==> src/rtl/mux6_rr_arbiter.sv <==
// rtl/mux6_rr_arbiter.sv - round-robin arbiter driving the select of a shared 6-to-1 mux
// Optional grant timeout: define MUX6_ARB_TIMEOUT_EN.
module mux6_rr_arbiter #(
  parameter int MAX_HOLD = 16
) (
  input  logic       clk,
  input  logic       rst_n,
  input  logic [5:0] req,
  input  logic       done,
  output logic [5:0] gnt,
  output logic [2:0] sel,
  output logic       valid,
  output logic       timeout
);

  typedef enum logic {IDLE, OWNED} state_t;

  state_t     state;
  logic [2:0] last;
  logic [2:0] pick;
  logic       release_req;
  logic       hold_exp;

  // Search starts just after the last owner, wrapping 5 -> 0.
  function automatic logic [2:0] rr_pick(input logic [5:0] r, input logic [2:0] l);
    logic [2:0] idx;
    logic [2:0] win;
    logic       found;
    idx   = l;
    win   = l;
    found = 1'b0;
    for (int k = 0; k < 6; k++) begin
      idx = (idx == 3'd5) ? 3'd0 : idx + 3'd1;
      if (!found && r[idx]) begin
        win   = idx;
        found = 1'b1;
      end
    end
    return win;
  endfunction

  assign pick        = rr_pick(req, last);
  // gnt is one-hot(sel) while owned, so this masks the owner's request bit.
  assign release_req = done || ((req & gnt) == 6'd0);

`ifdef MUX6_ARB_TIMEOUT_EN
  logic [7:0] hold_cnt;
  assign hold_exp = (hold_cnt == 8'(MAX_HOLD - 1));
`else
  assign hold_exp = 1'b0;
  assign timeout  = 1'b0;
`endif

  always_ff @(posedge clk or negedge rst_n) begin
    if (!rst_n) begin
      state <= IDLE;
      gnt   <= 6'd0;
      sel   <= 3'd0;
      valid <= 1'b0;
      last  <= 3'd5;
`ifdef MUX6_ARB_TIMEOUT_EN
      hold_cnt <= 8'd0;
      timeout  <= 1'b0;
`endif
    end else begin
`ifdef MUX6_ARB_TIMEOUT_EN
      timeout <= 1'b0;
`endif
      case (state)
        IDLE: begin
          if (|req) begin
            state <= OWNED;
            sel   <= pick;
            gnt   <= 6'd1 << pick;
            valid <= 1'b1;
`ifdef MUX6_ARB_TIMEOUT_EN
            hold_cnt <= 8'd0;
`endif
          end
        end
        OWNED: begin
          if (release_req || hold_exp) begin
            state <= IDLE;
            gnt   <= 6'd0;
            valid <= 1'b0;
            last  <= sel;
`ifdef MUX6_ARB_TIMEOUT_EN
            // A normal release on the same edge wins over the timeout.
            timeout <= !release_req;
`endif
          end else begin
`ifdef MUX6_ARB_TIMEOUT_EN
            if (hold_cnt != 8'(MAX_HOLD))
              hold_cnt <= hold_cnt + 8'd1;
`endif
          end
        end
        default: state <= IDLE;
      endcase
    end
  end

endmodule

==> config.mk <==
export PLATFORM = sky130hd
export DESIGN_NAME = mux6_rr_arbiter
export DESIGN_NICKNAME = d
export VERILOG_FILES = /design/src/rtl/mux6_rr_arbiter.sv
export SDC_FILE = /design/constraint.sdc
export NUM_CORES = 1
export LEC_CHECK = 0
export ABC_AREA = 1
export CAP_MARGIN = 20
export CORE_MARGIN = 2
export CORE_UTILIZATION = 60
export DETAILED_ROUTE_END_ITERATION = 12
export HOLD_SLACK_MARGIN = 0.15
export MAX_ROUTING_LAYER = met4
export PLACE_DENSITY_LB_ADDON = 0.15
export SETUP_SLACK_MARGIN = 0.3
export SLEW_MARGIN = 20
export SYNTH_ARGS = -nofsm -noshare
export SYNTH_HDL_FRONTEND = slang
export SYNTH_SLANG_ARGS = --single-unit
==> constraint.sdc <==
create_clock -name clk -period 7.1 [get_ports clk]
set_input_delay 1.42 -clock clk [delete_from_list [all_inputs] [get_ports clk]]
set_output_delay 1.42 -clock clk [all_outputs]
set_load 0.02 [all_outputs]
==> results.toml, run 1 <==
[logic_synthesis]
avgSynthCellArea_um2 = 6.16
synthDistinctLibCells = 30
synth_top_cell_by_area = "nand2_1"
synthesis.area_um2 = 1580
ys_async_sr_fraction_pct = 100
synthTopCellsByCount = "nand2_1, nand3_1, inv_1"
yosysMostFrequentCell = "nand2_1"
synth.area.top_cells = "nand2_1, dfrtp_1, nand3_1"
yosysSeqAreaShare_pct = 22.3
synth_edf_count = 0
ys.flop_type = "dfrtp_1"
syn-num-nets = 272
yosysWarnings = 0
postSynthCellCount = 257
synth_top_cell_area_share_pct = 19.2
synth_seq_cells = 14

[clock_network]
cts_tree = "built"
clockBufferDepth = 2
postCtsSetupRepairBufs = 0
cts.clk_slew.worst_paths_ps = 90
cts_hold_buffers = 0
cts_root_buffer = "clkbuf_4"
htreeDepth = 1
clkSinkCount = 14
cts_buffers = 3
clk_latency_ps = 270
ctsResizeCount = 0

[grt]
grt_pass1_vias = 1563
grt_overflow_total = 0
grtUsageTotal_pct = 27.0
grt_start_max_net_pins = 25
antenna_found_initial = 0
grt_pass1_wl_um = 6670

[setup_path]
path_max_fanout = 24
required_ps = 7300
critPathCaptureType = "register"
worstSetupPathType = "reg2reg"
startpoint_type = "register"
cp_data_arrival_time_ps = 4150

[detailed_routing]
drt-total-wl_um = 3900
num_vias = 1668
drt-wirelength-per-cell_um = 12.9
via_per_inst = 5.50
drt-initial-drc-count = 73
ant_nets = 0
drc = 0
firstDrtPassIters = 5

[sta]
fin_hold_ws_ps = 503
hold_violations = 0
slew_violations = 0
skew_ps = 1.29
setup_viol = 0
setup_tns_ps = 0
fmax_mhz = 253
fin_crit_sh_pct = 55.6
worst_pin_slew_ps = 628
relSlewSlack_pct = 57.7
fin_crit_ps = 3950
grt_setup_unrepaired = "no"

[floorplanning]
die_y_um = 55.4
die_w_um = 55.4
start_util_pct = 63.3
ioPinCount = 20
core.rowCount = 18
fp.coreArea_um2 = 2500
die_area_um2 = 3060

[place]
place_congestion = 0.869
place_hpwl_um = 3070
portBuffers = 18

[status]
status = "completed"

[worst_hold_path]
hp-class = "reg2reg"

[layout]
num-nets-final = 289
n_antenna_cell = 0
fillers = 219
area_growth_pct = 13.8
drive_gt1_share_pct = 15.4
final_util_pct = 72.0

[flow_run]
drv_cap = 0
[worst paths after layout]
path / from / to / slack [ps] / cells after the start
setup reg to reg: last[0] / gnt[5] / 3150 / 23
hold / removal: valid / valid / 500 / 2
max in group asynchronous: rst_n / sel[2] / 5160 / 1
setup / recovery: last[0] / gnt[5] / 3150 / 23
hold reg to reg: valid / valid / 500 / 2
min in group asynchronous: rst_n / gnt[1] / 1530 / 1
[cell usage in the layout, fill, tap and decap left out, types with 2 or more instances in the layout]
cell / count
inv_2: 6
nand2_2: 13
nor2_2: 2
dfrtp_1: 12
inv_1: 32
nand3_2: 9
nand2_4: 2
nor2_1: 10
nand2_1: 81
ha_1: 6
nand3_1: 42
nand4_1: 6
clkdlybuf4s50_1: 18
o21ai_0: 11
o21ai_1: 4
clkbuf_4: 3
o21bai_1: 3
dfstp_2: 2
[critical path, stage by stage, from the launching register on]
cell and delay, ps:
dfstp_2 780, inv_2 180, nand2_1 150, nand2_2 120
inv_1 70, ha_1 240, nand2_2 100, inv_1 70
ha_1 270, inv_1 50, nand2_1 90, ha_1 330
nand2_1 90, ha_1 320, nand2_1 90, nand2_1 60
nand3_1 80, nand2_2 100, nand3_2 120, inv_2 100
nand2_1 70, nand3_2 100, nand3_1 120, o21bai_1 170
[cells by family after synthesis]
kind of cell / count (synthesis) / share of synthesized area, %
flops: 14 / 22.3
buf+inv: 44 / 11.3
fa+ha+maj: 6 / 4.74
other cells: 1 / 0.237
simple gates: 169 / 52.9
compound gates: 22 / 7.98
xor+xnor: 1 / 0.553
[flip-flops by register name, indices dropped and copies added, names as in the netlist]
signal  cells
gnt         6
last        3
sel         3
state       1
valid       1
[cell type report]
class                           count  area (um^2)  area share, %
Inverter                           38          143           7.92
Clock buffer                        4         36.3           2.02
Timing Repair Buffer               18          180           10.0
Multi-Input combinational cell    199         1050           58.4
Tap cell                           30         37.5           2.08
Sequential cell                    14          353           19.6
[per-layer routing]
| metal | vias up | routed length, um | track usage (%) |
|---|---|---|---|
| met5 | - | 0 | - |
| met4 | 0 | 26 | 7.32 |
| met3 | 4 | 222 | 1.41 |
| met2 | 61 | 1950 | 47.1 |
| met1 | 738 | 1700 | 34.1 |
| li1 | 865 | - | - |
[metrics by stage]
stage | cells | setup WS [ps] | instance area (um^2)
2_1_floorplan | 257 | 3730 | 1580
3_3_place_gp | 299 | 3290 | 1760
3_5_place_dp | 299 | 3190 | 1760
4_1_cts | 303 | 3160 | 1800
5_1_grt | 303 | 2820 | 1800
6_report | 303 | 3150 | 1800
Power of run 1 is left out: the tool's default activity adds up to more than one toggle a clock period on the data nets, which glitch-free logic cannot reach.
==> inputs of run 2 (changes only) <==
--- a/config.mk
+++ b/config.mk
@@ -8,7 +8,7 @@
 export ABC_AREA = 1
 export CAP_MARGIN = 20
 export CORE_MARGIN = 2
-export CORE_UTILIZATION = 60
+export CORE_UTILIZATION = 50
 export DETAILED_ROUTE_END_ITERATION = 12
 export HOLD_SLACK_MARGIN = 0.15
 export MAX_ROUTING_LAYER = met4
==> constraint.sdc (replaced) <==
create_clock -name clk -period 3.2 [get_ports clk]
set_input_delay 0.64 -clock clk [delete_from_list [all_inputs] [get_ports clk]]
set_output_delay 0.64 -clock clk [all_outputs]
set_load 0.02 [all_outputs]
==> results.toml, run 2 (synthesis results as in run 1) <==
[layout]
drive_gt1_share_pct = 33.6
regMostFlops = "gnt"
area_growth_pct = 43.2
fillers = 246
reg_top3 = "gnt (6), last (3), sel (3)"
multi_input_area_um2 = 1290
final_common_cell = "nand2_1"
largest_register_ffs = 6
final_cell_mix = "nand2_1, nand3_1, inv_1, buf_4, clkdlybuf4s50_1"
n_antenna_cell = 0
num-nets-final = 314
seqCellArea_um2 = 353

[setup_path]
reg2reg_to = "gnt[2]"
r2r_start = "last[0]"
crit_path_start = "last[0]"
path_max_fanout = 4
r2r_slack_ps = -60
required_ps = 3420
reg2reg_depth = 20
startpoint_type = "register"
cp_data_arrival_time_ps = 3480
worstSetupPathType = "reg2reg"
critPathCaptureType = "register"

[clock_network]
cts_hold_buffers = 0
clkSinkCount = 14
clk_latency_ps = 280
cts.clk_slew.worst_paths_ps = 90
cts_buffers = 3
clockBufferDepth = 2
cts_tree = "built"
cts_root_buffer = "clkbuf_4"
htreeDepth = 1

[worst_hold_path]
holdPathEnd = "valid"
hold-path-cell-count = 2
hp-start = "valid"
hp-class = "reg2reg"

[floorplanning]
die_area_um2 = 3630
die_w_um = 60.3
ioPinCount = 20
start_util_pct = 52.3
die_y_um = 60.3
fp.coreArea_um2 = 3030
core.rowCount = 20

[sta]
slew_violations = 0
setup_slack_ps = -57.1
skew_ps = 6.12
worst_pin_slew_ps = 635
grt_setup_unrepaired = "yes"
setup_viol = 7
fin_hold_ws_ps = 494
relSlewSlack_pct = 57.5
fmax_mhz = 307
hold_violations = 0
fin_crit_sh_pct = 102
fin_crit_ps = 3260

[detailed_routing]
via_per_inst = 5.31
ant_nets = 0
firstDrtPassIters = 5
drt-wirelength-per-cell_um = 13.7
drt-total-wl_um = 4670
num_vias = 1816
drc = 0
drt-initial-drc-count = 127

[status]
status = "finished, violations left"
violations = "setup timing"

[grt]
grt_overflow_total = 0
grt_start_max_net_pins = 22
grt_pass1_vias = 1686
grt_pass1_wl_um = 7250
grtUsageTotal_pct = 27.0
antenna_found_initial = 0

[place]
place_hpwl_um = 3370
place_congestion = 0.895
portBuffers = 18

[flow_run]
drv_cap = 0
run 2: area by class of cell:
type / count / share of cell area [%]
clock buffer: 4 / 1.60
tap: 44 / 2.43
timing repair buffer: 43 / 16.7
multi-input combinational: 199 / 57.0
inverter: 38 / 6.63
sequential: 14 / 15.6
run 2: layer usage:
layer  track usage, %  part of all wire (%)  vias up
li1                 -                     -      912
met1             33.9                    44      846
met2             46.0                    51       52
met3             1.08                   3.8        6
met4             9.84                   1.5        0
met5                -                     0        -
run 2: how the worst max path moves through the flow:
stage                        end  slack, ps  cells after the start
after floorplan           gnt[3]        100                     25
after global placement    sel[0]         70                     20
after detailed placement  sel[0]         20                     20
after CTS                 sel[1]        120                     21
after global routing      gnt[5]       -180                     19
final                     gnt[2]        -60                     20
run 2: through the flow:
step | setup TNS, ps | area, um^2 | instances | utilization (%) | setup slack [ps]
5_1_grt | -1180 | 2270 | 342 | 74.8 | -179
2_1_floorplan | 0 | 1690 | 257 | - | 102
4_1_cts | 0 | 2110 | 336 | 69.5 | 122
6_report | -260 | 2270 | 342 | 74.8 | -57.1
3_3_place_gp | 0 | 1960 | 323 | 64.8 | 73.1
3_5_place_dp | 0 | 1960 | 323 | 64.8 | 15.3
run 2: worst max-delay path, cell delays in order (launching register included):
cell     delay, ps
dfstp_2        610
nand3_4        100
nand2_4         80
inv_4           40
ha_4           270
nand2_4         60
inv_4           60
ha_4           180
inv_2           60
nand2_4         50
ha_4           280
nand2_4         60
ha_4           300
nand4_1        150
nand2_1        140
buf_4          120
buf_6           70
nand4_1        240
nand2_4        170
nand3_1         90
nand2_1         70
run 2: repair_timing:
item,CTS,global route
pin swaps,20,7
setup buffers,9,6
setup endpoints to repair,9,9
resized for setup,12,26
Power of run 2 is left out for the same reason.
==> inputs of run 3 (changes only) <==
--- a/config.mk
+++ b/config.mk
@@ -7,7 +7,7 @@
 export LEC_CHECK = 0
 export ABC_AREA = 1
 export CAP_MARGIN = 20
-export CORE_MARGIN = 2
+export CORE_MARGIN = 10
 export CORE_UTILIZATION = 50
 export DETAILED_ROUTE_END_ITERATION = 12
 export HOLD_SLACK_MARGIN = 0.15
==> results.toml, run 3 (synthesis results as in run 1) <==
[sta]
skew_ps = 1.33
setup_viol = 0
slew_violations = 0
fin_crit_ps = 3120
hold_violations = 0
relSlewSlack_pct = 57.1
grt_setup_unrepaired = "yes"
fin_crit_sh_pct = 97.5
setup_slack_ps = 78.4
fmax_mhz = 320
setup_tns_ps = 0
worst_pin_slew_ps = 641

[floorplanning]
die_area_um2 = 5820
fp.coreArea_um2 = 3050
start_util_pct = 51.8
core.rowCount = 20
die_y_um = 76.3
die_w_um = 76.3
ioPinCount = 20

[layout]
reg_top3 = "gnt (6), last (3), sel (3)"
largest_register_ffs = 6
num-nets-final = 311
final_common_cell = "nand2_1"
final_cell_mix = "nand2_1, nand3_1, inv_1, buf_4, clkdlybuf4s50_1"
n_antenna_cell = 0
drive_gt1_share_pct = 30.5
final_util_pct = 71.5
fin_cells = 339
regMostFlops = "gnt"
area_growth_pct = 37.9

[clock_network]
cts_hold_buffers = 0
htreeDepth = 1
cts.clk_slew.worst_paths_ps = 80
cts_root_buffer = "clkbuf_4"
clkSinkCount = 14
cts_buffers = 3
cts_tree = "built"
clockBufferDepth = 2
clk_latency_ps = 290

[place]
dp.cells = 324
place_congestion = 0.934
portBuffers = 18
pre_cts_slack_ps = 75.7
place_hpwl_um = 3570

[setup_path]
required_ps = 3420
cp_slowest_cell = "dfstp_2"
critPathCaptureType = "register"
crit_path_cell_trace = "nand3_4 > nand2_4 > inv_2 > ha_4 > nand2_4 > inv_4 > ha_4 > inv_2 > nand2_4 > ha_4 > nand2_4 > ha_4 > nand4_1 > nand2_1 > nand2_2 > nand3_4 > nand4_1 > nand2_2 > nand2_1 > o21ai_1"
cp_data_arrival_time_ps = 3340
max_stage_delay_ps = 590
crit_family = "simple AND/OR/NAND/NOR gates"
worstSetupPathType = "reg2reg"
crit_buf_inv = 3
startpoint_type = "register"
path_max_fanout = 4

[flow_run]
drv_cap = 0

[grt]
grtUsageTotal_pct = 16.7
antenna_found_initial = 0
grt_pass1_wl_um = 8050
grt_start_max_net_pins = 18
grt_pass1_vias = 1811
grt_overflow_total = 0

[detailed_routing]
drt-wirelength-per-cell_um = 13.7
ant_nets = 0
num_vias = 1787
drt-total-wl_um = 4640
via_per_inst = 5.27
firstDrtPassIters = 4
drt-initial-drc-count = 157
drc = 0

[status]
status = "completed"

[worst_hold_path]
hp-class = "reg2reg"
[run 3: metrics by stage]
step                hold slack [ps]  instance area [um^2]
floorplan                       344                  1690
global placement                452                  1970
detailed placement              459                  1970
CTS                             478                  2130
global route                    516                  2180
finish                          475                  2180
[run 3: worst reg2reg max path: cells and delay by family (launching register included)]
kind / cells / cell delay [ps]
and+or+nand+nor: 12 / 1200
adders and majority gates: 4 / 1020
DFF: 1 / 590
buffers and inverters: 3 / 160
AOI/OAI and AO/OA: 1 / 80
[run 3: path summary, 6_finish.rpt]
check / start / endpoint / slack, ps / cells past startpoint
max: last[0] / sel[1] / 80 / 20
min: valid / valid / 480 / 2
max reg2reg: last[0] / sel[1] / 80 / 20
min reg2reg: valid / valid / 480 / 2
max in group asynchronous: rst_n / last[1] / 2050 / 1
min in group asynchronous: rst_n / gnt[1] / 740 / 1
[run 3: area by class of cell]
class / count / area [um^2]
multi-input combinational: 199 / 1240
fill: 278 / 871
sequential: 14 / 353
timing repair buffer: 40 / 349
inverter: 38 / 148
tap: 44 / 55.1
clock buffer: 4 / 36.3
[run 3: metal layers]
layer	global-route usage (%)	up-vias	routed length, um
met5	-	-	0
met4	7.81	0	104
met3	1.89	13	157
met2	27.0	57	2270
met1	20.1	814	2110
li1	-	903	-
[run 3: timing repair]
item,CTS,global route
buffers inserted,10,1
cloned,0,0
setup endpoints to repair,9,9
pin swaps,15,14
resized for setup,12,10
Power of run 3 is left out for the same reason.
